===== config.mk =====
export PLATFORM = sky130hd
export DESIGN_NAME = pipe_rca
export DESIGN_NICKNAME = d
export VERILOG_FILES = /design/src/rtl/pipe_rca_pkg.sv /design/src/rtl/rca_seg.sv /design/src/rtl/pipe_rca.sv
export SDC_FILE = /design/constraint.sdc
export NUM_CORES = 1
export LEC_CHECK = 0
export ABC_AREA = 0
export CAP_MARGIN = 20
export CORE_MARGIN = 4
export CORE_UTILIZATION = 34
export CTS_CLUSTER_DIAMETER = 150
export CTS_CLUSTER_SIZE = 16
export DETAILED_ROUTE_END_ITERATION = 12
export PLACE_DENSITY = 0.71
export SLEW_MARGIN = 20
export SYNTH_ARGS = -nofsm -noshare
export SYNTH_HDL_FRONTEND = slang
export SYNTH_SLANG_ARGS = --single-unit

===== constraint.sdc =====
create_clock -name clk -period 3.9 [get_ports clk]
set_input_delay 0.78 -clock clk [delete_from_list [all_inputs] [get_ports clk]]
set_output_delay 0.78 -clock clk [all_outputs]
set_load 0.005 [all_outputs]

===== src/rtl/pipe_rca_pkg.sv =====
// Shared helpers for the segmented pipelined ripple-carry adder.
package pipe_rca_pkg;

    function automatic int nseg(input int width, input int seg_w);
        return width / seg_w;
    endfunction

    function automatic bit seg_cfg_ok(input int width, input int seg_w);
        return (seg_w > 0) && (width >= seg_w) && (width % seg_w == 0);
    endfunction

endpackage


===== src/rtl/rca_seg.sv =====
// Combinational SEG_W-bit ripple-carry segment.
// c_msb (carry into the top bit) exists only with PIPE_RCA_OVF_EN.
module rca_seg #(
    parameter int W = 6
) (
    input  logic [W-1:0] a,
    input  logic [W-1:0] b,
    input  logic         ci,
    output logic [W-1:0] s,
`ifdef PIPE_RCA_OVF_EN
    output logic         c_msb,
`endif
    output logic         co
);

    always_comb begin
        logic c;
        c = ci;
        s = '0;
`ifdef PIPE_RCA_OVF_EN
        c_msb = 1'b0;
`endif
        for (int i = 0; i < W; i++) begin
`ifdef PIPE_RCA_OVF_EN
            if (i == W - 1) c_msb = c;
`endif
            s[i] = a[i] ^ b[i] ^ c;
            c    = (a[i] & b[i]) | (c & (a[i] ^ b[i]));
        end
        co = c;
    end

endmodule


===== src/rtl/pipe_rca.sv =====
// Pipelined segmented add/sub with valid/ready backpressure.
// Define PIPE_RCA_OVF_EN to add the signed-overflow output ovf.
module pipe_rca
    import pipe_rca_pkg::*;
#(
    parameter int WIDTH = 12,
    parameter int SEG_W = 6
) (
    input  logic             clk,
    input  logic             rst_n,
    input  logic             in_valid,
    output logic             in_ready,
    input  logic [WIDTH-1:0] a,
    input  logic [WIDTH-1:0] b,
    input  logic             cin,
    input  logic             sub,
    output logic             out_valid,
    input  logic             out_ready,
    output logic [WIDTH-1:0] r,
`ifdef PIPE_RCA_OVF_EN
    output logic             ovf,
`endif
    output logic             cout
);

    localparam int NSEG = nseg(WIDTH, SEG_W);

    if (!seg_cfg_ok(WIDTH, SEG_W)) begin : g_cfg_err
        $error("pipe_rca: WIDTH must be a nonzero multiple of SEG_W");
    end

    typedef struct packed {
        logic             valid;
        logic             carry;
`ifdef PIPE_RCA_OVF_EN
        logic             ovf;
`endif
        logic [WIDTH-1:0] res;
        logic [WIDTH-1:0] a;
        logic [WIDTH-1:0] b;
    } stage_t;

    stage_t           pl_q   [NSEG];
    stage_t           pl_d   [NSEG];
    logic [NSEG-1:0]  adv;
    logic [WIDTH-1:0] op_a   [NSEG];
    logic [WIDTH-1:0] op_b   [NSEG];
    logic [WIDTH-1:0] res_in [NSEG];
    logic [NSEG-1:0]  ci;
    logic [NSEG-1:0]  vin;
    logic [SEG_W-1:0] sum    [NSEG];
    logic [NSEG-1:0]  co;
`ifdef PIPE_RCA_OVF_EN
    logic [NSEG-1:0]  cm;
`endif

    // Advance chain runs back from the output so bubbles collapse.
    always_comb begin
        logic nxt;
        nxt = out_ready | ~pl_q[NSEG-1].valid;
        adv = '0;
        adv[NSEG-1] = nxt;
        for (int k = NSEG - 2; k >= 0; k--) begin
            nxt    = ~pl_q[k].valid | nxt;
            adv[k] = nxt;
        end
    end

    always_comb begin
        op_a[0]   = a;
        op_b[0]   = sub ? ~b : b;
        ci[0]     = sub ^ cin;
        vin[0]    = in_valid;
        res_in[0] = '0;
        for (int k = 1; k < NSEG; k++) begin
            op_a[k]   = pl_q[k-1].a;
            op_b[k]   = pl_q[k-1].b;
            ci[k]     = pl_q[k-1].carry;
            vin[k]    = pl_q[k-1].valid;
            res_in[k] = pl_q[k-1].res;
        end
    end

    for (genvar k = 0; k < NSEG; k++) begin : g_seg
        rca_seg #(.W(SEG_W)) u_seg (
            .a     (op_a[k][k*SEG_W +: SEG_W]),
            .b     (op_b[k][k*SEG_W +: SEG_W]),
            .ci    (ci[k]),
            .s     (sum[k]),
`ifdef PIPE_RCA_OVF_EN
            .c_msb (cm[k]),
`endif
            .co    (co[k])
        );
    end

    always_comb begin
        for (int k = 0; k < NSEG; k++) begin
            pl_d[k] = pl_q[k];
            if (adv[k]) begin
                pl_d[k].valid = vin[k];
                pl_d[k].carry = co[k];
                pl_d[k].res   = res_in[k];
                pl_d[k].res[k*SEG_W +: SEG_W] = sum[k];
                pl_d[k].a     = op_a[k];
                pl_d[k].b     = op_b[k];
`ifdef PIPE_RCA_OVF_EN
                pl_d[k].ovf   = cm[k] ^ co[k];
`endif
            end
        end
    end

    always_ff @(posedge clk or negedge rst_n) begin
        if (!rst_n) begin
            for (int k = 0; k < NSEG; k++) pl_q[k] <= '0;
        end else begin
            for (int k = 0; k < NSEG; k++) pl_q[k] <= pl_d[k];
        end
    end

    assign in_ready  = adv[0];
    assign out_valid = pl_q[NSEG-1].valid;
    assign r         = pl_q[NSEG-1].res;
    assign cout      = pl_q[NSEG-1].carry;
`ifdef PIPE_RCA_OVF_EN
    assign ovf       = pl_q[NSEG-1].ovf;
`endif

endmodule


* Word level (Yosys, flattened, before mapping)
Index checks and enable logic that the tools add are counted.
** Word-level totals
- Register bits :: 46
- Output and inout bits :: 15
- Bits of input ports :: 30
** Operators by class
- Bitwise logic cells :: 66
- Multiplexer cells :: 1
** Operators by type and width (number)
- XOR 1 bit :: 25
- AND 1 bit :: 24
- bitwise OR 1 bit :: 14
- 2-to-1 mux 12 bit :: 1
- inverter 12 bit :: 1
- inverter 1 bit :: 2

* Logic depth before layout (Yosys ltp)
Gate-level depths: netlist of run 1.
- Word-level depth :: 15
- Mapped depth :: 13
- Gate-level depth less buffers :: 11

* Cells and area by module
A second synthesis of run 1 with hierarchy kept.
** Unflattened totals
- Cell total of the unflattened synthesis :: 132
- Area total of the unflattened synthesis :: 1885.6 sq um
** Modules (own cells, without submodules)
- pipe_rca :: area an instance 1570.3 sq um, cells an instance 100, times used 1, seq. area each 850.8 sq um
- rca_seg :: area an instance 157.7 sq um, cells an instance 16, times used 2, seq. area each 0.0 sq um

* Worst setup path before layout of run 1
No wires, ideal clock.
- Path type :: input-to-reg
- From :: input sub
- To :: register pl_q[67] (netlist name)
- Setup time :: 0.127 ns
- Cell stages on the path :: 13
- Buffers on the path :: 2
- Slack :: 0.056 ns
- Arrival time :: 3.717 ns
- Cells stage by stage :: buf_2 -> buf_4 -> xnor2_1 -> fa_1 -> inv_1 -> fa_1 -> inv_1 -> fa_1 -> fa_1 -> fa_1 -> inv_1 -> fa_1 -> mux2_1
** On the way
- Longest elaborated chain between the ends :: 13
** RTL lines
- start: declaration :: line pipe_rca.sv:16 : input logic sub,
- 2-to-1 mux 12 bit :: line pipe_rca.sv:71 : op_b[0] = sub ? ~b : b;
- XOR 1 bit :: line rca_seg.sv:28 : c = (a[i] & b[i]) | (c & (a[i] ^ b[i]));
- AND 1 bit :: line rca_seg.sv:28
- bitwise OR 1 bit :: line rca_seg.sv:28
- AND 1 bit :: line rca_seg.sv:28
- bitwise OR 1 bit :: line rca_seg.sv:28
- AND 1 bit :: line rca_seg.sv:28
- bitwise OR 1 bit :: line rca_seg.sv:28
- AND 1 bit :: line rca_seg.sv:28
- bitwise OR 1 bit :: line rca_seg.sv:28
- AND 1 bit :: line rca_seg.sv:28
- bitwise OR 1 bit :: line rca_seg.sv:28
- XOR 1 bit (*) :: line rca_seg.sv:27 : s[i] = a[i] ^ b[i] ^ c;
- via g_seg[0].u_seg.s[5] :: line rca_seg.sv:9 : output logic [W-1:0] s,
Mark *: on every way through the listed nets, which the timed path passes. The rest lies on a longest branch.
A chain may end at the register's enable or synchronous reset.

* Worst setup path in the final report of run 1
- From :: input b[0]
- To :: register pl_q[67] (netlist name)
** On the way
- Longest elaborated chain between the ends :: 14
** RTL lines
- start: declaration :: line pipe_rca.sv:14 : input logic [WIDTH-1:0] b,
- inverter 12 bit :: line pipe_rca.sv:71
- 2-to-1 mux 12 bit (*) :: line pipe_rca.sv:71
- XOR 1 bit :: line rca_seg.sv:28
- AND 1 bit :: line rca_seg.sv:28
- bitwise OR 1 bit (*) :: line rca_seg.sv:28
- AND 1 bit (*) :: line rca_seg.sv:28
- bitwise OR 1 bit (*) :: line rca_seg.sv:28
- AND 1 bit (*) :: line rca_seg.sv:28
- bitwise OR 1 bit (*) :: line rca_seg.sv:28
- AND 1 bit (*) :: line rca_seg.sv:28
- bitwise OR 1 bit (*) :: line rca_seg.sv:28
- AND 1 bit (*) :: line rca_seg.sv:28
- bitwise OR 1 bit (*) :: line rca_seg.sv:28
- XOR 1 bit (*) :: line rca_seg.sv:27
- via g_seg[0].u_seg.s[5] :: line rca_seg.sv:9
Marks and branches as above.

==> flow_metrics.env, run 1 <==
export IMPL_die_width_um=80.9
export IMPL_wl_per_cell_um=13.1
export IMPL_dp_cells=233
export IMPL_cts_tree="done"
export IMPL_overflow=0
export IMPL_grt_max_degree=35
export IMPL_syn_num_nets=175
export IMPL_wl_mm=3.16
export IMPL_finalClockSkew_ns=0.00645
export IMPL_finalHoldViolCount=0
export IMPL_final_util_pct=44.7
export IMPL_cts_sinks=34
export IMPL_max_freq_mhz=267
export IMPL_final_antenna_net_count=0
export IMPL_ys_ff_latch=34
export IMPL_cpLargestDelayFamily="adder cells"
export IMPL_start_util_pct=35.2
export IMPL_yosysTopAreaCellShare_pct=47.1
export IMPL_status="finished clean"
export IMPL_use_met3_pct=4.32
export IMPL_slew_headroom_pct=71.5
export IMPL_clk_pin_slew_ns=0.07
export IMPL_critPathMaxStageDelay_ns=0.43
export IMPL_cp_max_fo=1
export IMPL_place_gp_congestion=0.720
export IMPL_rsz0062_at_grt="no"
export IMPL_avgSynthCellArea_um2=13.6
export IMPL_yosysWarnings=0
export IMPL_synth_edff_count=0
export IMPL_final_setup_viol_count=0
export IMPL_hold_buffers=0
export IMPL_root_buffer="clkbuf_8"
export IMPL_start_kind="primary input"
export IMPL_synth_cell_types=16
export IMPL_fin_crit_sh_pct=95.9
export IMPL_cp_arrival_ns=3.91
export IMPL_worstSkewPairLatency_ns=0.28
export IMPL_nets=212
export IMPL_clockBufferDepth=2
export IMPL_dpl_hpwl_mm=2.41
export IMPL_async_reset_ff_share_pct=100
export IMPL_synth_cell_area_um2=1810
export IMPL_grt_busiest_layer="met2"
export IMPL_synthCells=133
export IMPL_drt_initial_drc_count=33
export IMPL_h_tree_depth=2
export IMPL_dieArea_um2=6540
export IMPL_first_pass_iters=4
export IMPL_p_per_area_nw_per_um2=475
export IMPL_dieHeight_um=80.9
export IMPL_crit_path_top_delay_cell="clkdlybuf4s50_1"
export IMPL_ys_seq_area_share_pct=47.1
export IMPL_area_growth_pct=27.2
export IMPL_coreArea_um2=5140
export IMPL_worst_pin_slew_ns=0.428
export IMPL_cp_cell_sequence="clkdlybuf4s50_1, xnor2_1, fa_1, inv_1, fa_1, inv_1, fa_1, fa_2, fa_1, inv_1, fa_1, mux2_1"
export IMPL_p_leak_uw=0.00101
export IMPL_worstSetupPathType="primary input to flip-flop"
export IMPL_antenna_cells=0
export IMPL_ios=45
export IMPL_final_common_cell="clkdlybuf4s50_1"
export IMPL_stdcell_count=240
export IMPL_via_count=1022
export IMPL_required_ns=4.07
export IMPL_use_met1_pct=15.2
export IMPL_max_cap_viol_count=0
export IMPL_use_met2_pct=17.2
export IMPL_timing_critical_path_mode_cell="fa_1"
export IMPL_period_needed_ns=3.74
export IMPL_rrSetupSlack_ns=0.89
export IMPL_track_usage_pct=11.3
export IMPL_slew_violations=0
export IMPL_peakVddDrop_uv=191
export IMPL_num_rows=26
export IMPL_fill_cells=501
export IMPL_synthFlopType="dfrtp_1"
export IMPL_layout_common_cells="clkdlybuf4s50_1, dfrtp_1, inv_1"
export IMPL_cts_buffers=5
export IMPL_critPathBufInv=4
export IMPL_yosys_top_cells_area="dfrtp_1, fa_1, mux2_2"
export IMPL_drive_gt1_share_pct=13.5
export IMPL_drc=0
export IMPL_post_drt_via_cell_ratio=4.26
export IMPL_portBuffers=44
export IMPL_grt_pass1_wl_mm=5.49
export IMPL_synth_area_leader_cell="dfrtp_1"
export IMPL_hp_class="flip-flop to flip-flop"
export IMPL_endpoint_kind="flip-flop"
export IMPL_grt_pass1_vias=1143
export IMPL_antenna_found_initial=0
-- worst paths after layout --
path / from / to / cells past startpoint
max reg2reg: ci[1]$_DFFE_PN0P_ / r[11]$_DFFE_PN0P_ / 10
max: b[0] / pl_q[67]$_DFFE_PN0P_ / 12
min in group asynchronous: rst_n / pl_q[65]$_DFFE_PN0P_ / 2
min: pl_q[67]$_DFFE_PN0P_ / pl_q[67]$_DFFE_PN0P_ / 1
min reg2reg: pl_q[67]$_DFFE_PN0P_ / pl_q[67]$_DFFE_PN0P_ / 1
max in group asynchronous: rst_n / r[9]$_DFFE_PN0P_ / 2
-- area by class of cell --
cell class                 count  area [um2]  share of cell area (%)
inverter                      18        67.6                    2.94
sequential                    34         851                    37.0
clock buffer                   7        76.3                    3.32
tap                           70        87.6                    3.81
timing repair buffer          47         462                    20.1
multi-input combinational     64         754                    32.8
-- logic make-up after synthesis --
group / count (synthesis) / synth area share [%]
muxes: 29 / 17.7
AOI/OAI and AO/OA: 3 / 0.831
and+or+nand+nor: 7 / 3.53
buffers and inverters: 35 / 11.3
xor gates and xnor gates: 13 / 6.30
adders and majority gates: 12 / 13.3
DFF: 34 / 47.1
-- per-stage QoR --
stage / TNS [ns] / total power, uW / cell area [um2] / hold WS (ns) / worst slack [ns]
floorplan: 0 / 736 / 1810 / 0.452 / 0.0557
global placement: -0.249 / 853 / 2220 / 0.472 / -0.249
detailed placement: -0.348 / 865 / 2220 / 0.480 / -0.348
CTS: 0 / 1110 / 2300 / 0.504 / 0.0938
global route: 0 / 1180 / 2300 / 0.528 / 0.0264
finish: 0 / 1090 / 2300 / 0.498 / 0.159
-- routing by layer --
metal / vias up / wire [um]
li1: 480 / -
met1: 504 / 1450
met2: 35 / 1480
met3: 3 / 197
met4: 0 / 29
met5: - / 0
-- registers in the layout, indices dropped and copies added, names as in the netlist --
signal	flops
out_valid	1
pl_q	7
ci	1
op_a	6
cout	1
r	12
op_b	6
-- report_power, final --
group	internal, uW	switching (uW)	leakage [uW]	total, uW
logic	224	122	0.000583	346
clock network	123	118	0.0000383	241
registers	450	55.1	0.000393	505
total	797	295	0.00101	1090
-- cells in the mapped netlist, types with 2 or more instances --
cell      instances
nand2b_1          2
mux2_2           12
buf_6             3
xor2_1            6
buf_4            13
nor3b_1           3
mux2i_1           6
inv_1            18
mux2_1           11
dfrtp_1          34
xnor2_1           7
a21oi_1           3
fa_1             12
-- repair_timing --
action | CTS | global route
resized for setup | 1 | 1
buffers inserted | 0 | 0
setup endpoints to repair | 1 | 1
Power figures use the tool's default switching activity.
==> run 2: changes to the inputs <==
--- a/config.mk
+++ b/config.mk
@@ -7,12 +7,15 @@
 export LEC_CHECK = 0
 export ABC_AREA = 0
 export CAP_MARGIN = 20
+export CELL_PAD_IN_SITES_DETAIL_PLACEMENT = 1
+export CELL_PAD_IN_SITES_GLOBAL_PLACEMENT = 2
 export CORE_MARGIN = 4
-export CORE_UTILIZATION = 34
+export CORE_UTILIZATION = 32
 export CTS_CLUSTER_DIAMETER = 150
 export CTS_CLUSTER_SIZE = 16
 export DETAILED_ROUTE_END_ITERATION = 12
-export PLACE_DENSITY = 0.71
+export MAX_ROUTING_LAYER = met4
+export PLACE_DENSITY = 0.9
 export SLEW_MARGIN = 20
 export SYNTH_ARGS = -nofsm -noshare
 export SYNTH_HDL_FRONTEND = slang
==> run 2 against run 1 <==
Sequential power about the same; die area increased by 5.6%; core utilization decreased by 2.7 points.
==> flow_metrics.env, run 2 (synthesis results as in run 1) <==
export IMPL_peakVddDrop_uv=137
export IMPL_wl_mm=3.44
export IMPL_cp_cell_sequence="clkdlybuf4s50_1, xnor2_1, fa_1, inv_1, fa_1, inv_1, fa_1, fa_2, fa_1, inv_1, fa_1, mux2_1"
export IMPL_p_leak_uw=0.00102
export IMPL_clockPowerShare_pct=23.3
export IMPL_h_tree_depth=2
export IMPL_final_antenna_net_count=0
export IMPL_intPower_uw=817
export IMPL_drive_gt1_share_pct=14.6
export IMPL_via_count=1028
export IMPL_seq_area_um2=851
export IMPL_dieHeight_um=83.1
export IMPL_start_kind="primary input"
export IMPL_drc=0
export IMPL_dpl_hpwl_mm=2.77
export IMPL_dpl_worst_slack_ns=-0.407
export IMPL_cp_max_fo=1
export IMPL_dieArea_um2=6910
export IMPL_wl_per_cell_um=14.1
export IMPL_finalHoldViolCount=0
export IMPL_die_width_um=83.1
export IMPL_worstSetupPathType="primary input to flip-flop"
export IMPL_multi_input_area_um2=754
export IMPL_cts_sinks=34
export IMPL_largest_reg_flops=12
export IMPL_required_ns=4.06
export IMPL_cts_tree="done"
export IMPL_post_drt_via_cell_ratio=4.23
export IMPL_area_growth_pct=28.2
export IMPL_p_comb_share_pct=31.3
export IMPL_nets=212
export IMPL_antenna_cells=0
export IMPL_p_per_area_nw_per_um2=482
export IMPL_crit_path_top_delay_cell="clkdlybuf4s50_1"
export IMPL_overflow=0
export IMPL_max_freq_mhz=266
export IMPL_grt_max_degree=35
export IMPL_worstSkewPairLatency_ns=0.28
export IMPL_status="finished clean"
export IMPL_track_usage_pct=11.3
export IMPL_num_rows=27
export IMPL_fill_cells=598
export IMPL_setup_ws_ns=0.138
export IMPL_endpoint_kind="flip-flop"
export IMPL_root_buffer="clkbuf_8"
export IMPL_critPathMaxStageDelay_ns=0.43
export IMPL_switching_power_uw=299
export IMPL_coreArea_um2=5510
export IMPL_first_pass_iters=4
export IMPL_ios=45
export IMPL_pwr_share_seq_pct=45.4
export IMPL_timing_critical_path_mode_cell="fa_1"
export IMPL_cpLargestDelayFamily="adder cells"
export IMPL_period_needed_ns=3.76
export IMPL_portBuffers=44
export IMPL_cts_buffers=5
export IMPL_layout_common_cells="clkdlybuf4s50_1, dfrtp_1, inv_1"
export IMPL_clockBufferDepth=2
export IMPL_grt_pass1_vias=1263
export IMPL_hold_buffers=0
export IMPL_grt_pass1_wl_mm=6.02
export IMPL_worst_pin_slew_ns=0.430
export IMPL_drt_initial_drc_count=26
export IMPL_clk_pin_slew_ns=0.06
export IMPL_total_power_uw=1120
export IMPL_max_cap_viol_count=0
export IMPL_place_gp_congestion=0.695
export IMPL_finalClockSkew_ns=0.00603
export IMPL_final_setup_viol_count=0
export IMPL_rsz0062_at_grt="no"
export IMPL_critPathBufInv=4
export IMPL_rrSetupSlack_ns=0.89
export IMPL_start_util_pct=32.8
export IMPL_cp_arrival_ns=3.92
export IMPL_fin_crit_sh_pct=96.5
export IMPL_hp_class="flip-flop to flip-flop"
export IMPL_antenna_found_initial=0
export IMPL_final_common_cell="clkdlybuf4s50_1"
export IMPL_swShare_pct=26.8
export IMPL_slew_headroom_pct=71.3
export IMPL_slew_violations=0
run 2: cell types whose count changed in the layout (fill, tap and decap cells not counted):
cell,delta
clkbuf_1,-1
clkbuf_8,+1
clkinv_2,+1
run 2: worst paths after layout:
| check | start | end | cells after the start |
|---|---|---|---|
| min in group asynchronous | rst_n | r[11]$_DFFE_PN0P_ | 2 |
| worst max-delay path | b[0] | pl_q[67]$_DFFE_PN0P_ | 12 |
| worst max register to register | ci[1]$_DFFE_PN0P_ | r[11]$_DFFE_PN0P_ | 10 |
| worst min-delay path | pl_q[67]$_DFFE_PN0P_ | pl_q[67]$_DFFE_PN0P_ | 1 |
| max in group asynchronous | rst_n | r[6]$_DFFE_PN0P_ | 2 |
| worst min register to register | pl_q[67]$_DFFE_PN0P_ | pl_q[67]$_DFFE_PN0P_ | 1 |
run 2: stage by stage:
step | cell area [um2] | instances | hold slack (ns) | util [%] | TNS (ns)
4_1_cts | 2310 | 243 | 0.500 | 42.0 | 0
3_3_place_gp | 2220 | 235 | 0.472 | 40.4 | -0.279
5_1_grt | 2320 | 243 | 0.520 | 42.1 | 0
6_report | 2320 | 243 | 0.494 | 42.1 | 0
2_1_floorplan | 1810 | 133 | 0.452 | - | 0
3_5_place_dp | 2220 | 235 | 0.485 | 40.4 | -0.407
run 2: what timing repair did:
| item | in CTS | in global routing |
|---|---|---|
| setup buffers | 0 | 0 |
| setup endpoints to repair | 1 | 1 |
| resized for setup | 1 | 1 |
run 2: worst reg2reg max path, stage by stage (launching register included):
cell and delay, ns:
dfrtp_1 0.40, fa_1 0.43, inv_1 0.08, fa_1 0.16, inv_1 0.05, fa_1 0.40, fa_1 0.41, fa_1 0.38
inv_1 0.09, fa_1 0.41, a21oi_1 0.14
run 2: power by group through the flow:
stage	Sequential [uW]	Clock [uW]	Combinational, uW
6_report	506	260	349
2_1_floorplan	495	0	241
3_5_place_dp	516	0	360
3_3_place_gp	508	0	342
5_1_grt	520	293	389
4_1_cts	510	271	360
run 2: layer usage:
layer | global-route usage, % | part of all wire, %
met1 | 11.5 | 39
met2 | 19.7 | 53
met3 | 4.17 | 5.9
met4 | 4.46 | 1.7
met5 | - | 0
run 2: area by class of cell:
type	instances	area share, %
clock buffers	7	3.73
clock inverters	1	0.216
inverters	18	2.92
multi-input cells	64	32.6
flip-flops and latches	34	36.7
well taps	72	3.89
repair buffers	47	19.9
